===== config.mk =====
export PLATFORM = sky130hd
export DESIGN_NAME = cla_bist_flat
export DESIGN_NICKNAME = d
export VERILOG_FILES = /design/src/rtl/cla_bist_if.sv /design/src/rtl/cla_bist.sv /design/src/flat_wrapper.sv
export SDC_FILE = /design/constraint.sdc
export NUM_CORES = 1
export LEC_CHECK = 0
export CORE_UTILIZATION = 50
export CTS_BUF_LIST = sky130_fd_sc_hd__clkbuf_4
export CTS_CLUSTER_DIAMETER = 200
export DETAILED_ROUTE_END_ITERATION = 7
export DONT_BUFFER_PORTS = 1
export PLACE_DENSITY = 0.61
export SLEW_MARGIN = 20
export SYNTH_ARGS = -nofsm -noshare
export SYNTH_HDL_FRONTEND = slang
export SYNTH_SLANG_ARGS = --single-unit

===== constraint.sdc =====
create_clock -name wb_clk_i -period 8.4 [get_ports wb_clk_i]
set_input_delay 1.68 -clock wb_clk_i [delete_from_list [all_inputs] [get_ports wb_clk_i]]
set_output_delay 1.68 -clock wb_clk_i [all_outputs]
set_load 0.05 [all_outputs]

===== src/rtl/cla_bist_if.sv =====
// Operand/result pins between the BIST sequencer and the cla adder macro.
interface cla_bist_if #(
  parameter int WIDTH = 4
);
  logic [WIDTH-1:0] a_o;
  logic [WIDTH-1:0] b_o;
  logic             cin_o;
  logic [WIDTH-1:0] s_i;
  logic             cout_i;

  modport master (
    output a_o, b_o, cin_o,
    input  s_i, cout_i
  );

  modport slave (
    input  a_o, b_o, cin_o,
    output s_i, cout_i
  );
endinterface


===== src/rtl/cla_bist.sv =====
// Exhaustive BIST sweep for the cla adder: drive {cin,b,a}, settle,
// sample {cout,s} and compare with a reference sum.
module cla_bist #(
  parameter int WIDTH  = 4,
  parameter int SETTLE = 2
) (
  input  logic               wb_clk_i,
  input  logic               wb_rst_ni,
  input  logic               start_i,
  input  logic               abort_i,
  cla_bist_if.master         adr,
  output logic               busy_o,
  output logic               done_o,
  output logic               pass_o,
  output logic [7:0]         err_cnt_o,
  output logic [2*WIDTH:0]   fail_vec_o,
  output logic [WIDTH:0]     fail_got_o
);

  localparam int NW = 2 * WIDTH + 1;
  localparam int SW = (SETTLE > 1) ? $clog2(SETTLE) : 1;

  typedef enum logic [2:0] {
    S_IDLE,
    S_DRIVE,
    S_SETTLE,
    S_CHECK,
    S_DONE
  } state_t;

  state_t          r_state;
  logic [NW-1:0]   r_cnt;
  logic [SW-1:0]   r_sc;
  logic            r_busy;
  logic            r_done;
  logic            r_pass;
  logic [7:0]      r_err;
  logic [NW-1:0]   r_fvec;
  logic [WIDTH:0]  r_fgot;

  logic [WIDTH:0]  w_ref;
  logic [WIDTH:0]  w_got;
  logic            w_mis;
  logic [7:0]      w_err_nxt;
  logic            w_run;

  assign {adr.cin_o, adr.b_o, adr.a_o} = r_cnt;

  assign w_ref = {1'b0, adr.a_o}
               + {1'b0, adr.b_o}
               + {{WIDTH{1'b0}}, adr.cin_o};
  assign w_got = {adr.cout_i, adr.s_i};
  assign w_mis = (w_ref != w_got);
  assign w_err_nxt = (w_mis && r_err != 8'hFF)
                   ? r_err + 8'd1 : r_err;
  assign w_run = (r_state == S_DRIVE)
              || (r_state == S_SETTLE)
              || (r_state == S_CHECK);

  always_ff @(posedge wb_clk_i or negedge wb_rst_ni) begin
    if (!wb_rst_ni) begin
      r_state <= S_IDLE;
      r_cnt   <= '0;
      r_sc    <= '0;
      r_busy  <= 1'b0;
      r_done  <= 1'b0;
      r_pass  <= 1'b0;
      r_err   <= '0;
      r_fvec  <= '0;
      r_fgot  <= '0;
    end else if (abort_i && w_run) begin
      // abort wins over a same-cycle finish; error status is kept
      r_state <= S_IDLE;
      r_cnt   <= '0;
      r_busy  <= 1'b0;
      r_done  <= 1'b0;
      r_pass  <= 1'b0;
    end else begin
      unique case (r_state)
        S_IDLE, S_DONE: begin
          if (start_i) begin
            r_state <= S_DRIVE;
            r_cnt   <= '0;
            r_busy  <= 1'b1;
            r_done  <= 1'b0;
            r_pass  <= 1'b0;
            r_err   <= '0;
            r_fvec  <= '0;
            r_fgot  <= '0;
          end
        end
        S_DRIVE: begin
          if (SETTLE > 0) begin
            r_state <= S_SETTLE;
            r_sc    <= SW'(SETTLE - 1);
          end else begin
            r_state <= S_CHECK;
          end
        end
        S_SETTLE: begin
          if (r_sc == '0) r_state <= S_CHECK;
          else            r_sc    <= r_sc - SW'(1);
        end
        S_CHECK: begin
          r_err <= w_err_nxt;
          if (w_mis && r_err == 8'd0) begin
            r_fvec <= r_cnt;
            r_fgot <= w_got;
          end
          if (&r_cnt) begin
            r_state <= S_DONE;
            r_busy  <= 1'b0;
            r_done  <= 1'b1;
            r_pass  <= (w_err_nxt == 8'd0);
          end else begin
            r_state <= S_DRIVE;
            r_cnt   <= r_cnt + NW'(1);
          end
        end
        default: r_state <= S_IDLE;
      endcase
    end
  end

  assign busy_o     = r_busy;
  assign done_o     = r_done;
  assign pass_o     = r_pass;
  assign err_cnt_o  = r_err;
  assign fail_vec_o = r_fvec;
  assign fail_got_o = r_fgot;

endmodule


===== src/flat_wrapper.sv =====
// flat-port wrapper written by rule: the top's interface ports become plain ports
module cla_bist_flat 
#(
  parameter int WIDTH  = 4,
  parameter int SETTLE = 2
)
  (wb_clk_i, wb_rst_ni, start_i, abort_i, busy_o, done_o, pass_o, err_cnt_o, fail_vec_o, fail_got_o, adr_a_o, adr_b_o, adr_cin_o, adr_s_i, adr_cout_i);
  cla_bist_if #(.WIDTH(WIDTH)) adr_i ();
  input  logic wb_clk_i;
  input  logic wb_rst_ni;
  input  logic start_i;
  input  logic abort_i;
  output logic busy_o;
  output logic done_o;
  output logic pass_o;
  output logic [7:0] err_cnt_o;
  output logic [2*WIDTH:0] fail_vec_o;
  output logic [WIDTH:0] fail_got_o;
  output wire logic [$bits(adr_i.a_o)-1:0] adr_a_o;
  output wire logic [$bits(adr_i.b_o)-1:0] adr_b_o;
  output wire logic [$bits(adr_i.cin_o)-1:0] adr_cin_o;
  input wire logic [$bits(adr_i.s_i)-1:0] adr_s_i;
  input wire logic [$bits(adr_i.cout_i)-1:0] adr_cout_i;
  assign adr_a_o = adr_i.a_o;
  assign adr_b_o = adr_i.b_o;
  assign adr_cin_o = adr_i.cin_o;
  assign adr_i.s_i = adr_s_i;
  assign adr_i.cout_i = adr_cout_i;
  cla_bist #(.WIDTH(WIDTH), .SETTLE(SETTLE)) u_core (.wb_clk_i(wb_clk_i), .wb_rst_ni(wb_rst_ni), .start_i(start_i), .abort_i(abort_i), .adr(adr_i), .busy_o(busy_o), .done_o(done_o), .pass_o(pass_o), .err_cnt_o(err_cnt_o), .fail_vec_o(fail_vec_o), .fail_got_o(fail_got_o));
endmodule

; Word-level counts from Yosys, hierarchy flattened
; Index checks and enable logic that the tools add are counted.
[op_classes]
add_sub_neg = 5
eq_ne = 12
n_mux = 30
bitwise_logic = 1
n_reduce_logical = 19
[op_table]
columns = cell, n
row1 = $mux 9, 4
row2 = $pmux 9 s2, 2
row3 = $logic_not 8->1, 2
row4 = $mux 8, 2
row5 = $pmux 8 s2, 1
row6 = $mux 3, 4
row7 = $pmux 3 s4, 1
row8 = $mux 5, 2
row9 = $pmux 5 s2, 1
row10 = $add 9x1->9 const B, 1
row11 = $mux 1, 9
row12 = $ne 3x3->1 const B, 3
row13 = $reduce_and 3->1, 3
row14 = $reduce_and 9->1, 1
row15 = $add 8x1->8 const B, 1
row16 = $ne 8x8->1 const B, 1
row17 = $pmux 1 s2, 4
row18 = $eq 3x2->1 const B, 2
row19 = $add 4x4->5, 1
row20 = $add 5x1->5, 1
row21 = $ne 5x5->1, 1
row22 = $ne 2x2->1 const B, 2
row23 = $reduce_and 2->1, 2
row24 = $reduce_and 4->1, 1
row25 = other kinds (11), 15
[word_totals]
register_bits = 38
in_bits = 9
out_inout_bits = 34

; Logic depth before layout (Yosys ltp)
[depth]
depth_word = 9
depth_mapped = 10

; Least setup slack after synthesis
; OpenSTA, ideal clock, no wires.
[synth_timing]
kind = input to register
startpoint = input port abort_i
endpoint = register u_core.r_fgot[0], in the netlist u_core.fail_got_o[0]
arrival_time_ns = 3.056
required_ns = 8.279
path_slack_ns = 5.223
path_stages = 9
path_buffers = 3
cell_sequence = buf_2 > nor2_1 > and3_2 > clkbuf_8 > nand4b_1 > a21oi_2 > nor2_4 > buf_6 > a22o_2
[synth_via]
elab_chain_cells = 3
[synth_rtl]
columns = element, line
row1 = "start, declared", flat_wrapper.sv:12  ; input logic abort_i;
row2 = $logic_and 1x1->1, cla_bist.sv:71  ; end else if (abort_i && w_run) begin
row3 = $not 1->1 (no source line), --
row4 = $reduce_and 4->1 (no source line), --
row5 = "end signal, assigned", cla_bist.sv:108  ; r_fgot <= w_got;
row6 = "end, declared", cla_bist.sv:39  ; logic [WIDTH:0] r_fgot;
; No other way between the ends.
; A chain may end at the register's enable or synchronous reset.

; Worst setup path in the final report
[layout_timing]
startpoint = register u_core.r_cnt[4]
endpoint = register u_core.r_fvec[7], in the netlist u_core.fail_vec_o[7]
[layout_via]
elab_chain_cells = 6
[layout_rtl]
columns = element, line
row1 = "start, declared", cla_bist.sv:32  ; logic [NW-1:0] r_cnt;
row2 = "start signal, assigned", cla_bist.sv:117  ; r_cnt <= r_cnt + NW'(1);
row3 = $add 4x4->5, cla_bist.sv:50  ; + {1'b0, adr.b_o}
row4 = $add 5x1->5, cla_bist.sv:51  ; + {{WIDTH{1'b0}}, adr.cin_o};
row5 = $ne 5x5->1, cla_bist.sv:53  ; assign w_mis = (w_ref != w_got);
row6 = $logic_and 1x1->1, cla_bist.sv:106  ; if (w_mis && r_err == 8'd0) begin
row7 = $ne 2x2->1 (no source line), --
row8 = $reduce_and 4->1 (no source line), --
row9 = "end signal, assigned", cla_bist.sv:107  ; r_fvec <= r_cnt;
row10 = "end, declared", cla_bist.sv:38  ; logic [NW-1:0] r_fvec;
; No other way between the ends.

==> flow_metrics.tcl <==
set metrics [dict create \
    grt_max_degree 39 \
    worstHoldPathCells 2 \
    slowest_stage "dfrtp_1" \
    maxSlewViolCount 0 \
    cp.buffers_inverters 0 \
    p_int_uw 311.6 \
    slowest_delay_ns 0.65 \
    cp_common_cell "fa_1" \
    coreArea_um2 4115 \
    p_per_area_nw_per_um2 235.4 \
    tightest_slew_ns 0.7515 \
    numCtsBuffers 5 \
    power_frac_seq_pct 53.9 \
    hpwl_um 3505 \
    cp_max_fo 15 \
    fin_cells 261 \
    drive_above_1_share_pct 16.11 \
    clock.fmax_mhz 291.4 \
    comb_power_share_pct 23.3 \
    relSlewSlack_pct 49.90 \
    hold_start "u_core.r_sc" \
    io_pins 43 \
    fin_util_pct 54.70 \
    io_buffers 0 \
    synthTopCellsByArea "dfrtp_1 43%, a22o_2 5.4%, ha_1 4.0%" \
    cts.sinks 38 \
    grt_pass1_vias 1634 \
    ys_seq_elements 38 \
    yosysWarnings 0 \
    cts.path.max_buffers 2 \
    fillers 357 \
    hold_end "u_core.r_sc" \
    post_cts_buffers 0 \
    drt-total-wl_um 4846 \
    power_leakage_uw 0.001044 \
    syn-instance-count 215 \
    yosysTopAreaCellShare_pct 42.96 \
    peakVddDrop_mv 0.1592 \
    antenna_found_initial 0 \
    cp-end-kind "flop" \
    num_rows 23 \
    gp_congestion 0.8973 \
    drt_pass1_iterations 4 \
    fin_skew_ns 0.01079 \
    r2r_end "u_core.fail_vec_o[7]" \
    yosysTopAreaCell "dfrtp_1" \
    fin_nets 229 \
    grt_pass1_wl_um 7962 \
    syn_avg_cell_area_um2 10.29 \
    dieArea_um2 4697 \
    period_share_pct 40.85 \
    hold_buffers 0 \
    worstPathRequired_ns 8.63 \
    synthTopCellsByCount "38 x dfrtp_1, 16 x nor2_1, 15 x nand2_1, 13 x a21oi_1, 13 x o21ai_0" \
    num_antenna_cells 0 \
    initial_core_util_pct 53.79 \
    status "completed" \
    ant_nets 0 \
    hold_violations 0 \
    tritoncts "done" \
    critical_path.top_delay_family "compound AO/OA/AOI/OAI gates" \
    syn2layout_area_growth_pct 1.696 \
    fin_setup_tns_ns 0 \
    die_h_um 68.54 \
    path_cells "fa_1, fa_1, a21o_1, a21oi_1, xor2_2, a21oi_2, nor2_4, a22o_2" \
    power.switching_uw 218.3 \
    synth.distinct_cells 57 \
    synthesis.area_um2 2213 \
    period_minus_slack_ns 3.432 \
    postCtsResizedCells 0 \
    overflow 0 \
    reg2regPathDepth 8 \
    ys.flop_type "dfrtp_1" \
    drc 0 \
    die_w_um 68.54 \
    via_per_inst 6.337 \
    grt_usage_pct 23.17 \
    yosysSeqAreaShare_pct 42.96 \
    reg2reg_slack_ns 4.97 \
    p_sw_share_pct 41.19 \
    startpoint_type "flop" \
    pwr-share-clk_pct 22.8 \
    drv_cap 0 \
    mappedNetlistNets 233 \
    vias 1654 \
    cp.arrival_ns 3.66 \
    synth_async_sr_flop_share_pct 100.0 \
    drt_iter0_markers 118 \
    setup_viol 0 \
    worst-setup-path-type "reg -> reg" \
    h-tree-depth 2 \
    hp-class "reg -> reg" \
    synth_edf_count 0 \
    cts-root-buf "clkbuf_4" \
    clk_latency_ns 0.34 \
    placed_cells 254 \
    wl_per_cell_um 18.57 \
    r2r_start "u_core.r_cnt[4]" \
    rsz0062_at_grt "no" \
    clk_pin_slew_ns 0.11 \
    yosysMostFrequentCell "dfrtp_1" \
]
-- metal layers --
metal	track usage, %	wire, um	vias to the layer above
li1	-	-	783
met1	30.10	2259	811
met2	36.03	2256	51
met3	6.250	257	9
met4	10.16	73	0
met5	0	0	-
-- worst max path at each step --
stage,start,slack (ns),cells after the start,to
after CTS,u_core.r_cnt[8],4.96,8,u_core.fail_vec_o[7]
after detailed placement,abort_i,5.00,6,u_core.fail_vec_o[5]
after global routing,u_core.r_cnt[4],4.77,8,u_core.fail_vec_o[7]
after floorplan,abort_i,5.22,9,u_core.fail_got_o[0]
final,u_core.r_cnt[4],4.97,8,u_core.fail_vec_o[7]
after global placement,u_core.r_cnt[8],5.07,8,u_core.fail_vec_o[0]
-- cell type report --
type / instances / area [um2] / area share, %
flip-flops and latches: 38 / 950.9 / 42.25
clock inverters: 2 / 33.78 / 1.501
inverters: 5 / 18.77 / 0.8338
well taps: 50 / 62.56 / 2.779
clock buffers: 5 / 37.54 / 1.668
multi-input cells: 161 / 1147 / 50.97
-- power by group through the flow --
| stage | Combinational, uW | Clock [uW] | Sequential (uW) |
|---|---|---|---|
| 2_1_floorplan | 121 | 0 | 273 |
| 3_3_place_gp | 120 | 0 | 289 |
| 3_5_place_dp | 123 | 0 | 289 |
| 4_1_cts | 123 | 122 | 286 |
| 5_1_grt | 138 | 131 | 291 |
| 6_report | 123 | 121 | 286 |
-- stage by stage --
step | instance area, um2 | hold WS (ns) | total power, uW | worst slack, ns
final | 2251 | 0.5548 | 529.9 | 4.968
after global routing | 2251 | 0.5919 | 559.9 | 4.767
after CTS | 2251 | 0.5628 | 531.4 | 4.958
after detailed placement | 2180 | 0.5345 | 412.0 | 5.000
after global placement | 2180 | 0.5216 | 409.0 | 5.067
after floorplan | 2213 | 0.5040 | 393.9 | 5.223
-- worst min-delay path, cell delays in order, from the launching register on --
cell and delay, ns:
dfrtp_1 0.38, nor2_1 0.05, nor2_1 0.09
-- cells in the final DEF, fill, tap and decap left out, drive strengths merged, types with 2 or more instances in the layout --
cell,instances
dfrtp,38
nor2,17
a22o,16
nand2,15
a21oi,15
o21ai,14
nand3,10
and3,8
ha,7
xor2,6
inv,5
xnor2,5
clkbuf,5
nor3,5
mux2,3
a211oi,3
mux2i,3
or3,3
and2,3
nor2b,2
o2111ai,2
a21o,2
fa,2
nor4,2
-- registers in the layout, indices dropped and copies added (netlist names) --
name and cells:
u_core.pass_o 1, u_core.done_o 1, u_core.fail_got_o 5, u_core.r_sc 1, u_core.r_state 3, u_core.r_cnt 9, u_core.fail_vec_o 9, u_core.err_cnt_o 8
u_core.busy_o 1
-- cell families after synthesis --
kind of cell | Yosys count | synth area share, %
flip-flops | 38 | 42.96
AND/OR/NAND/NOR | 74 | 18.77
AO/OA/AOI/OAI | 61 | 19.73
buffers and inverters | 16 | 5.200
XOR/XNOR | 11 | 4.692
multiplexers | 6 | 2.883
adder cells (fa/ha/maj) | 9 | 5.766
Power figures use the tool's default switching activity.
